<file path="src/rtl/ps2_keyboard_rx_if.sv">
// rtl/ps2_keyboard_rx_if.sv - PS/2 line inputs and decoded keyboard outputs
interface ps2_keyboard_rx_if;
  logic        ps2_clk;
  logic        ps2_data;
  logic [7:0]  scan_code;
  logic        scan_valid;
  logic [15:0] key_out;
  logic        key_valid;
  logic        frame_err;

  modport master (
    output ps2_clk, ps2_data,
    input  scan_code, scan_valid, key_out, key_valid, frame_err
  );

  modport slave (
    input  ps2_clk, ps2_data,
    output scan_code, scan_valid, key_out, key_valid, frame_err
  );
endinterface

</file>
<file path="src/rtl/ps2_keyboard_rx.sv">
// rtl/ps2_keyboard_rx.sv - PS/2 set-2 frame receiver with Hack keyboard-map decode
module ps2_keyboard_rx #(
  parameter int FILTER_LEN     = 8,
  parameter int TIMEOUT_CYCLES = 50000
) (
  input  logic             clk50,
  input  logic             reset,
  ps2_keyboard_rx_if.slave bus
);

  localparam int FW = (FILTER_LEN > 1) ? $clog2(FILTER_LEN + 1) : 1;
  localparam int TW = $clog2(TIMEOUT_CYCLES + 1);
  localparam logic [FW-1:0] FILT_LAST = FW'(FILTER_LEN - 1);
  localparam logic [TW-1:0] TO_MAX    = TW'(TIMEOUT_CYCLES);

  typedef enum logic [1:0] {IDLE, DATA, PARITY, STOP} state_t;

  state_t        state, state_n;
  logic          clk_s1, clk_s2, data_s1, data_s2;
  logic          clk_filt;
  logic [FW-1:0] filt_cnt;
  logic          filt_done, fall;
  logic [TW-1:0] to_cnt;
  logic [2:0]    bit_cnt;
  logic [7:0]    shreg;
  logic          par_bit;
  logic          do_shift, do_par, accept, bad;
  logic [7:0]    scan_code_r;
  logic          scan_valid_r, frame_err_r, key_valid_r;
  logic [15:0]   key_out_r;
  logic          ext, brk;
  logic [7:0]    key_code;

  function automatic logic [7:0] xlate(input logic [7:0] b, input logic e);
    logic [7:0] c;
    c = 8'd0;
    if (e) begin
      case (b)
        8'h6B: c = 8'd130;
        8'h75: c = 8'd131;
        8'h74: c = 8'd132;
        8'h72: c = 8'd133;
        default: c = 8'd0;
      endcase
    end else begin
      case (b)
        8'h1C: c = 8'd65;  8'h32: c = 8'd66;  8'h21: c = 8'd67;  8'h23: c = 8'd68;
        8'h24: c = 8'd69;  8'h2B: c = 8'd70;  8'h34: c = 8'd71;  8'h33: c = 8'd72;
        8'h43: c = 8'd73;  8'h3B: c = 8'd74;  8'h42: c = 8'd75;  8'h4B: c = 8'd76;
        8'h3A: c = 8'd77;  8'h31: c = 8'd78;  8'h44: c = 8'd79;  8'h4D: c = 8'd80;
        8'h15: c = 8'd81;  8'h2D: c = 8'd82;  8'h1B: c = 8'd83;  8'h2C: c = 8'd84;
        8'h3C: c = 8'd85;  8'h2A: c = 8'd86;  8'h1D: c = 8'd87;  8'h22: c = 8'd88;
        8'h35: c = 8'd89;  8'h1A: c = 8'd90;
        8'h45: c = 8'd48;  8'h16: c = 8'd49;  8'h1E: c = 8'd50;  8'h26: c = 8'd51;
        8'h25: c = 8'd52;  8'h2E: c = 8'd53;  8'h36: c = 8'd54;  8'h3D: c = 8'd55;
        8'h3E: c = 8'd56;  8'h46: c = 8'd57;
        8'h29: c = 8'd32;  8'h5A: c = 8'd128; 8'h66: c = 8'd129; 8'h76: c = 8'd140;
        default: c = 8'd0;
      endcase
    end
    return c;
  endfunction

  always_ff @(posedge clk50 or posedge reset) begin
    if (reset) begin
      clk_s1  <= 1'b1;
      clk_s2  <= 1'b1;
      data_s1 <= 1'b1;
      data_s2 <= 1'b1;
    end else begin
      clk_s1  <= bus.ps2_clk;
      clk_s2  <= clk_s1;
      data_s1 <= bus.ps2_data;
      data_s2 <= data_s1;
    end
  end

  // A new ps2_clk level is taken only after FILTER_LEN unbroken cycles.
  assign filt_done = (clk_s2 != clk_filt) && (filt_cnt == FILT_LAST);
  assign fall      = filt_done && !clk_s2;

  always_ff @(posedge clk50 or posedge reset) begin
    if (reset) begin
      clk_filt <= 1'b1;
      filt_cnt <= '0;
    end else if (clk_s2 != clk_filt) begin
      if (filt_done) begin
        clk_filt <= clk_s2;
        filt_cnt <= '0;
      end else begin
        filt_cnt <= filt_cnt + 1'b1;
      end
    end else begin
      filt_cnt <= '0;
    end
  end

  always_ff @(posedge clk50 or posedge reset) begin
    if (reset) state <= IDLE;
    else       state <= state_n;
  end

  always_comb begin
    state_n  = state;
    do_shift = 1'b0;
    do_par   = 1'b0;
    accept   = 1'b0;
    bad      = 1'b0;
    case (state)
      IDLE:   if (fall && !data_s2) state_n = DATA;
      DATA:   if (fall) begin
                do_shift = 1'b1;
                if (bit_cnt == 3'd7) state_n = PARITY;
              end
      PARITY: if (fall) begin
                do_par  = 1'b1;
                state_n = STOP;
              end
      STOP:   if (fall) begin
                state_n = IDLE;
                if (data_s2 && (^{shreg, par_bit})) accept = 1'b1;
                else                                bad    = 1'b1;
              end
      default: state_n = IDLE;
    endcase
    if (state != IDLE && !fall && to_cnt == TO_MAX) begin
      state_n = IDLE;
      bad     = 1'b1;
    end
  end

  always_ff @(posedge clk50 or posedge reset) begin
    if (reset) begin
      to_cnt       <= '0;
      bit_cnt      <= 3'd0;
      shreg        <= 8'h00;
      par_bit      <= 1'b0;
      scan_code_r  <= 8'h00;
      scan_valid_r <= 1'b0;
      frame_err_r  <= 1'b0;
    end else begin
      if (state == IDLE || fall)  to_cnt <= '0;
      else if (to_cnt != TO_MAX)  to_cnt <= to_cnt + 1'b1;
      if (state_n == IDLE)        bit_cnt <= 3'd0;
      else if (do_shift)          bit_cnt <= bit_cnt + 3'd1;
      if (do_shift) shreg   <= {data_s2, shreg[7:1]};
      if (do_par)   par_bit <= data_s2;
      if (accept)   scan_code_r <= shreg;
      scan_valid_r <= accept;
      frame_err_r  <= bad;
    end
  end

  assign key_code = xlate(scan_code_r, ext);

  // Prefix flags persist across E0/F0 and are consumed by the next key byte.
  always_ff @(posedge clk50 or posedge reset) begin
    if (reset) begin
      ext         <= 1'b0;
      brk         <= 1'b0;
      key_out_r   <= 16'h0000;
      key_valid_r <= 1'b0;
    end else begin
      key_valid_r <= 1'b0;
      if (scan_valid_r) begin
        if (scan_code_r == 8'hE0) begin
          ext <= 1'b1;
        end else if (scan_code_r == 8'hF0) begin
          brk <= 1'b1;
        end else begin
          ext <= 1'b0;
          brk <= 1'b0;
          if (key_code != 8'd0) begin
            if (!brk) begin
              key_out_r   <= {8'h00, key_code};
              key_valid_r <= 1'b1;
            end else if ({8'h00, key_code} == key_out_r) begin
              key_out_r   <= 16'h0000;
              key_valid_r <= 1'b1;
            end
          end
        end
      end
      if (bad) begin
        ext <= 1'b0;
        brk <= 1'b0;
      end
    end
  end

  assign bus.scan_code  = scan_code_r;
  assign bus.scan_valid = scan_valid_r;
  assign bus.key_out    = key_out_r;
  assign bus.key_valid  = key_valid_r;
  assign bus.frame_err  = frame_err_r;

endmodule

</file>
<file path="src/flat_wrapper.sv">
// flat-port wrapper written by rule: the top's interface ports become plain ports
module ps2_keyboard_rx_flat 
#(
  parameter int FILTER_LEN     = 8,
  parameter int TIMEOUT_CYCLES = 50000
)
  (clk50, reset, bus_ps2_clk, bus_ps2_data, bus_scan_code, bus_scan_valid, bus_key_out, bus_key_valid, bus_frame_err);
  ps2_keyboard_rx_if bus_i ();
  input  logic clk50;
  input  logic reset;
  input wire logic [$bits(bus_i.ps2_clk)-1:0] bus_ps2_clk;
  input wire logic [$bits(bus_i.ps2_data)-1:0] bus_ps2_data;
  output wire logic [$bits(bus_i.scan_code)-1:0] bus_scan_code;
  output wire logic [$bits(bus_i.scan_valid)-1:0] bus_scan_valid;
  output wire logic [$bits(bus_i.key_out)-1:0] bus_key_out;
  output wire logic [$bits(bus_i.key_valid)-1:0] bus_key_valid;
  output wire logic [$bits(bus_i.frame_err)-1:0] bus_frame_err;
  assign bus_i.ps2_clk = bus_ps2_clk;
  assign bus_i.ps2_data = bus_ps2_data;
  assign bus_scan_code = bus_i.scan_code;
  assign bus_scan_valid = bus_i.scan_valid;
  assign bus_key_out = bus_i.key_out;
  assign bus_key_valid = bus_i.key_valid;
  assign bus_frame_err = bus_i.frame_err;
  ps2_keyboard_rx #(.FILTER_LEN(FILTER_LEN), .TIMEOUT_CYCLES(TIMEOUT_CYCLES)) u_core (.clk50(clk50), .reset(reset), .bus(bus_i));
endmodule
</file>
<file path="config.mk">
export PLATFORM = sky130hd
export DESIGN_NAME = ps2_keyboard_rx_flat
export DESIGN_NICKNAME = d
export VERILOG_FILES = /design/src/rtl/ps2_keyboard_rx_if.sv /design/src/rtl/ps2_keyboard_rx.sv /design/src/flat_wrapper.sv
export SDC_FILE = /design/constraint.sdc
export NUM_CORES = 1
export LEC_CHECK = 0
export BUFFER_PORTS_ARGS = -buffer_cell sky130_fd_sc_hd__buf_4
export CAP_MARGIN = 20
export CELL_PAD_IN_SITES_DETAIL_PLACEMENT = 1
export CELL_PAD_IN_SITES_GLOBAL_PLACEMENT = 1
export CORE_ASPECT_RATIO = 1.75
export CORE_MARGIN = 2
export CORE_UTILIZATION = 50
export CTS_CLUSTER_SIZE = 16
export DETAILED_ROUTE_END_ITERATION = 7
export PLACE_DENSITY = 0.93
export SYNTH_ARGS = -nofsm -noshare
export SYNTH_HDL_FRONTEND = slang
export SYNTH_SLANG_ARGS = --single-unit
</file>
<file path="constraint.sdc">
create_clock -name clk50 -period 7.19 [get_ports clk50]
set_input_delay 2.157 -clock clk50 [delete_from_list [all_inputs] [get_ports clk50]]
set_output_delay 2.157 -clock clk50 [all_outputs]
set_load 0.03 [all_outputs]
</file>
### Word-level counts from Yosys, hierarchy flattened

Memories as Yosys holds them, arrays and structs flattened.
Cells that the tools add are included.

* bits in read-only memories: 1024
* bits of input ports: 4
* flip-flop bits (word level): 68
* memories: 1

* equality and inequality tests: 18
* add/subtract/negate cells: 3
* multiplexer cells: 42
* reduce and logical (&&, ||, !) cells: 22
* bitwise operators: 2

Memories
* (name not given): depth 128, bits a word 8, rd ports 1, clocked after memory_dff 0, write ports 0, line ps2_keyboard_rx.sv:46 `case (b)`

Operator list (number)
* 16-bit two-way mux: 4
* 8-bit by 7-bit equality test with 1-bit output, second input constant: 4
* 8-bit one-hot mux with 4 select lines: 1
* 1-bit two-way mux: 24
* 16-bit by 1-bit adder with 16-bit output, second input constant: 1
* 16-bit equality test, second input constant: 1
* 8-bit by 16-bit equality test with 1-bit output: 1
* 8-bit equality test, second input constant: 2
* 8-bit two-way mux: 2
* 16-bit != test, second input constant: 1
* 2-bit two-way mux: 6
* 9-bit XOR reduction: 1
* 4-bit two-way mux: 2
* 2-bit one-hot mux with 4 select lines: 1
* 2-bit nonzero test: 4
* 8-bit nonzero test: 1
* 1-bit logical AND: 6
* 3-bit two-way mux: 2
* 2-bit AND reduction: 3
* 5-bit AND reduction: 1
* 4-bit by 1-bit adder with 4-bit output, second input constant: 1
* 2-bit equality test, second input constant: 2
* 4-bit by 3-bit equality test with 1-bit output, second input constant: 1
* 2-bit logical NOT: 2
* other kinds (10): 13

### Depth between registers and ports, before layout

* depth in word-level cells: 10
* mapped depth: 13
* depth with buffers taken out: 10

### Least setup slack after synthesis

OpenSTA, ideal clock, no wires.

* kind: flip-flop to flip-flop
* start: register u_core.scan_code_r[1] (netlist: u_core.bus.scan_code[1])
* end: register u_core.key_out_r[1] (netlist: u_core.bus.key_out[1])
* slack: 4.136 ns
* library setup time: 0.143 ns
* arrival: 2.912 ns
* stages on the path, launching flop included: 11
* path buffers: 0
* required time: 7.047 ns
* path through: dfrtp_1 > inv_1 > ha_1 > a21oi_1 > a2111oi_0 > a311oi_1 > or2_2 > o221ai_1 > or4_4 > a2111oi_4 > o21ai_0

* longest elaborated chain between the ends: 6

Ends and longest elaborated chain
* start: declaration: line ps2_keyboard_rx.sv:28 `logic [7:0] scan_code_r;`
* start signal: assignment: line ps2_keyboard_rx.sv:148 `if (accept) scan_code_r <= shreg;`
* memory read 128 x 8 bit / 8-bit by 7-bit equality test with 1-bit output (equally long branches)
* 8-bit two-way mux / 8-bit one-hot mux with 4 select lines (equally long branches): line ps2_keyboard_rx.sv:46, ps2_keyboard_rx.sv:38
* 8-bit two-way mux: line ps2_keyboard_rx.sv:37 `if (e) begin`
* 8-bit by 16-bit equality test with 1-bit output: line ps2_keyboard_rx.sv:177 `end else if ({8'h00, key_code} == key_out_r) begin`
* 2-bit != test (no line)
* 5-bit AND reduction (no line)
* end signal: assignment: line ps2_keyboard_rx.sv:175 `key_out_r <= {8'h00, key_code};`
* end: declaration: line ps2_keyboard_rx.sv:30 `logic [15:0] key_out_r;`

Several ways; a longest one is shown, not always the timed one.
A chain may end at the register's enable or synchronous reset.

### Worst setup path after layout

* start: register u_core.scan_code_r[2] (netlist: u_core.bus.scan_code[2])
* end: output port bus_scan_code[2]

RTL lines
* end: declaration: line flat_wrapper.sv:13 `output wire logic [$bits(bus_i.scan_code)-1:0] bus_scan_code;`

No word-level cell between the ends.

==> metrics.cfg <==
[run_status]
status = complete, no violations

[job]
cap_viol_max_count = 0

[synthesis]
yosysMostFrequentCell = dfrtp_1
synthFlopType = dfrtp_1
synthCells = 431
syn_avg_cell_area_um2 = 9.16
netlist_top_cells_area = dfrtp_1 (35%), mux2_2 (6.3%), nor2_1 (4.7%)
yosys.area.top_type = dfrtp_1
synth-seq-cells = 60
synth_edf_count = 0
netlist_top_cells_count = dfrtp_1 (55), nor2_1 (49), nand2_1 (37)
yosysUniqueCellTypes = 64
yosysSeqAreaShare_pct = 38.2
yosysTopAreaCellShare_pct = 34.9
ys_async_sr_fraction_pct = 100
synthesis.area_um2 = 3950
yosysWarnings = 0

[clocking]
ctsResizeCount = 0
cts_tree = done
h-tree-depth = 3
cts_setup_buffers = 0
cts.sinks = 60
clk_pin_slew_ps = 50
root_buffer = clkbuf_16
clk_latency_ps = 340
cts_hold_buf = 0
cts_made_buffers = 9
cts_buffer_depth = 2

[detailed_routing]
vias = 3363
wl_um = 10800
drc = 0
viasPerCell = 6.24
drtAntennaViolNets = 0
wl_per_cell_um = 20.1
dr.pass1.iters = 4
drtIter0Drc = 236

[floorplan]
rows = 42
core-area_um2 = 7620
start_util_pct = 51.8
die_y_um = 122
dieArea_um2 = 8650
io_pins = 31
die_w_um = 71.2

[sta]
setup_viol = 0
slew_headroom_pct = 27.4
max_freq_mhz = 259
setup_tns_ps = 0
drv_slew = 0
hold_violations = 0
min_period_ps = 3850
rsz0062_at_grt = false
clock_skew_ps = 13.9
tightest_slew_ps = 1090
finalCritPeriodShare_pct = 53.6

[pwr]
p_leak_nw = 1.83
finalPower_mw = 0.857
powerDensity_nw_per_um2 = 194
peakVddDrop_mv = 0.229

[global_routing]
overflow = 0
grt_start_max_net_pins = 61
grt_pass1_wl_um = 17700
grt_usage_pct = 26.3
antenna_found_initial = 0
grt_pass1_vias = 3682

[final_layout]
area_growth_pct = 12.1
nNetsFinal = 462
layout-drive-gt1-share_pct = 17.1
num-fill-cells = 899
num_antenna_cells = 0

[critical_path]
critPathMaxStageDelay_ps = 1060
required_ps = 5030
crit_type = reg2out
critical_path_buf_inv_count = 1
critPathCaptureType = output port
startpoint_type = flip-flop
worstPathArrival_ps = 1700
critPathTopFamily = flip-flops
path_max_fanout = 37
slowest_stage = dfrtp_1
crit_chain = buf_4

[placement]
dp_hpwl_um = 7490
globalplace.congestion = 0.924
io_buffers = 22

[worst_hold_path]
hp-class = reg2reg

where the power goes:
group	internal [mW]	switching [mW]
Clock	0.313	0.150
Sequential	0.351	0.00910
Combinational	0.0129	0.0221
Total	0.677	0.181
cells by family after synthesis:
logic type      count (synthesis)  share of synthesized area, %
simple gates                  174                          22.7
compound gates                 79                          13.9
flops                          60                          38.2
buf+inv                        43                          5.64
mux                            37                          10.1
xor+xnor                       25                          5.55
fa+ha+maj                      12                          3.80
other cells                     1                        0.0950
cells in the final DEF (no fill, tap or decap), types with 3 or more instances in the layout:
cell       synthesis  layout
a21oi_1           19      19
a311oi_1           3       3
a31oi_1            6       6
and2_1             4       4
and3_1             3       3
buf_4             10      25
clkbuf_16          0       9
conb_1             1       8
dfrtp_1           55      55
dfstp_2            5       5
ha_1              12      12
inv_1             15      14
mux2_2            22      22
mux2i_1           15      15
nand2_1           37      37
nand2b_1          11      11
nand3_1           14      14
nand4_1            8       8
nor2_1            49      49
nor2b_1           11      11
nor3_1             7       7
nor4_1             3       3
o21a_1             3       3
o21ai_0           18      18
o31ai_1            3       3
or2_2              3       3
or3_1              7       7
xnor2_1           15      15
xor2_1            10      10
stage by stage:
stage / area [µm²] / utilization (%) / worst slack (ps) / hold WS [ps] / cells
CTS: 4410 / 57.9 / 3190 / 358 / 537
finish: 4420 / 58.1 / 3340 / 356 / 539
detailed placement: 4090 / 53.7 / 3220 / 351 / 521
floorplan: 3970 / - / 3560 / 345 / 438
global route: 4420 / 58.1 / 3240 / 358 / 539
global placement: 4090 / 53.7 / 3410 / 346 / 521
layer usage:
metal | vias up | share of wire (%) | global-route usage [%]
met4 | 0 | 4.4 | 17.1
met1 | 1699 | 36 | 26.2
met5 | - | 0 | 0
met3 | 33 | 3.1 | 4.65
li1 | 1549 | - | -
met2 | 82 | 57 | 48.4
worst register-to-register path: stages (launching register included):
cell and delay, ps:
dfrtp_1 590, inv_1 210, ha_1 450, a21oi_1 150, a2111oi_0 440, a311oi_1 120
or2_2 390, and4_1 230, a31oi_1 360, buf_4 270, mux2i_1 230, o21ai_0 110
cell type report:
type,count,area [µm²],share of cell area [%]
inverter,15,56.3,1.27
sequential,60,1510,34.1
tap,88,110,2.49
multi-input combinational,335,2240,50.7
timing repair buffer,25,188,4.24
clock buffer,12,246,5.57
clock inverter,4,73.8,1.67
registers in the layout, indices dropped and copies added (netlist names), 2 cells and up:
register	cells
u_core.state	2
u_core.to_cnt	16
u_core.shreg	8
u_core.bus.scan_code	8
u_core.bit_cnt	3
u_core.filt_cnt	4
u_core.bus.key_out	8
worst paths after layout:
check | slack (ps) | end | start | cells after the start
max in group asynchronous | 4640 | u_core.state[0]$_DFF_PP0_ | reset | 3
worst max register to register | 3500 | u_core.bus.key_out[2]$_DFFE_PP0P_ | u_core.bus.scan_code[1]$_DFFE_PP0P_ | 11
min in group asynchronous | 2060 | u_core.bus.key_out[6]$_DFFE_PP0P_ | reset | 3
worst min register to register | 360 | u_core.data_s2$_DFF_PP1_ | u_core.data_s1$_DFF_PP1_ | 0
worst min-delay path | 360 | u_core.data_s2$_DFF_PP1_ | u_core.data_s1$_DFF_PP1_ | 0
worst max-delay path | 3340 | bus_scan_code[2] | u_core.bus.scan_code[2]$_DFFE_PP0P_ | 1
No activity file was read; power rests on OpenSTA's default activity.
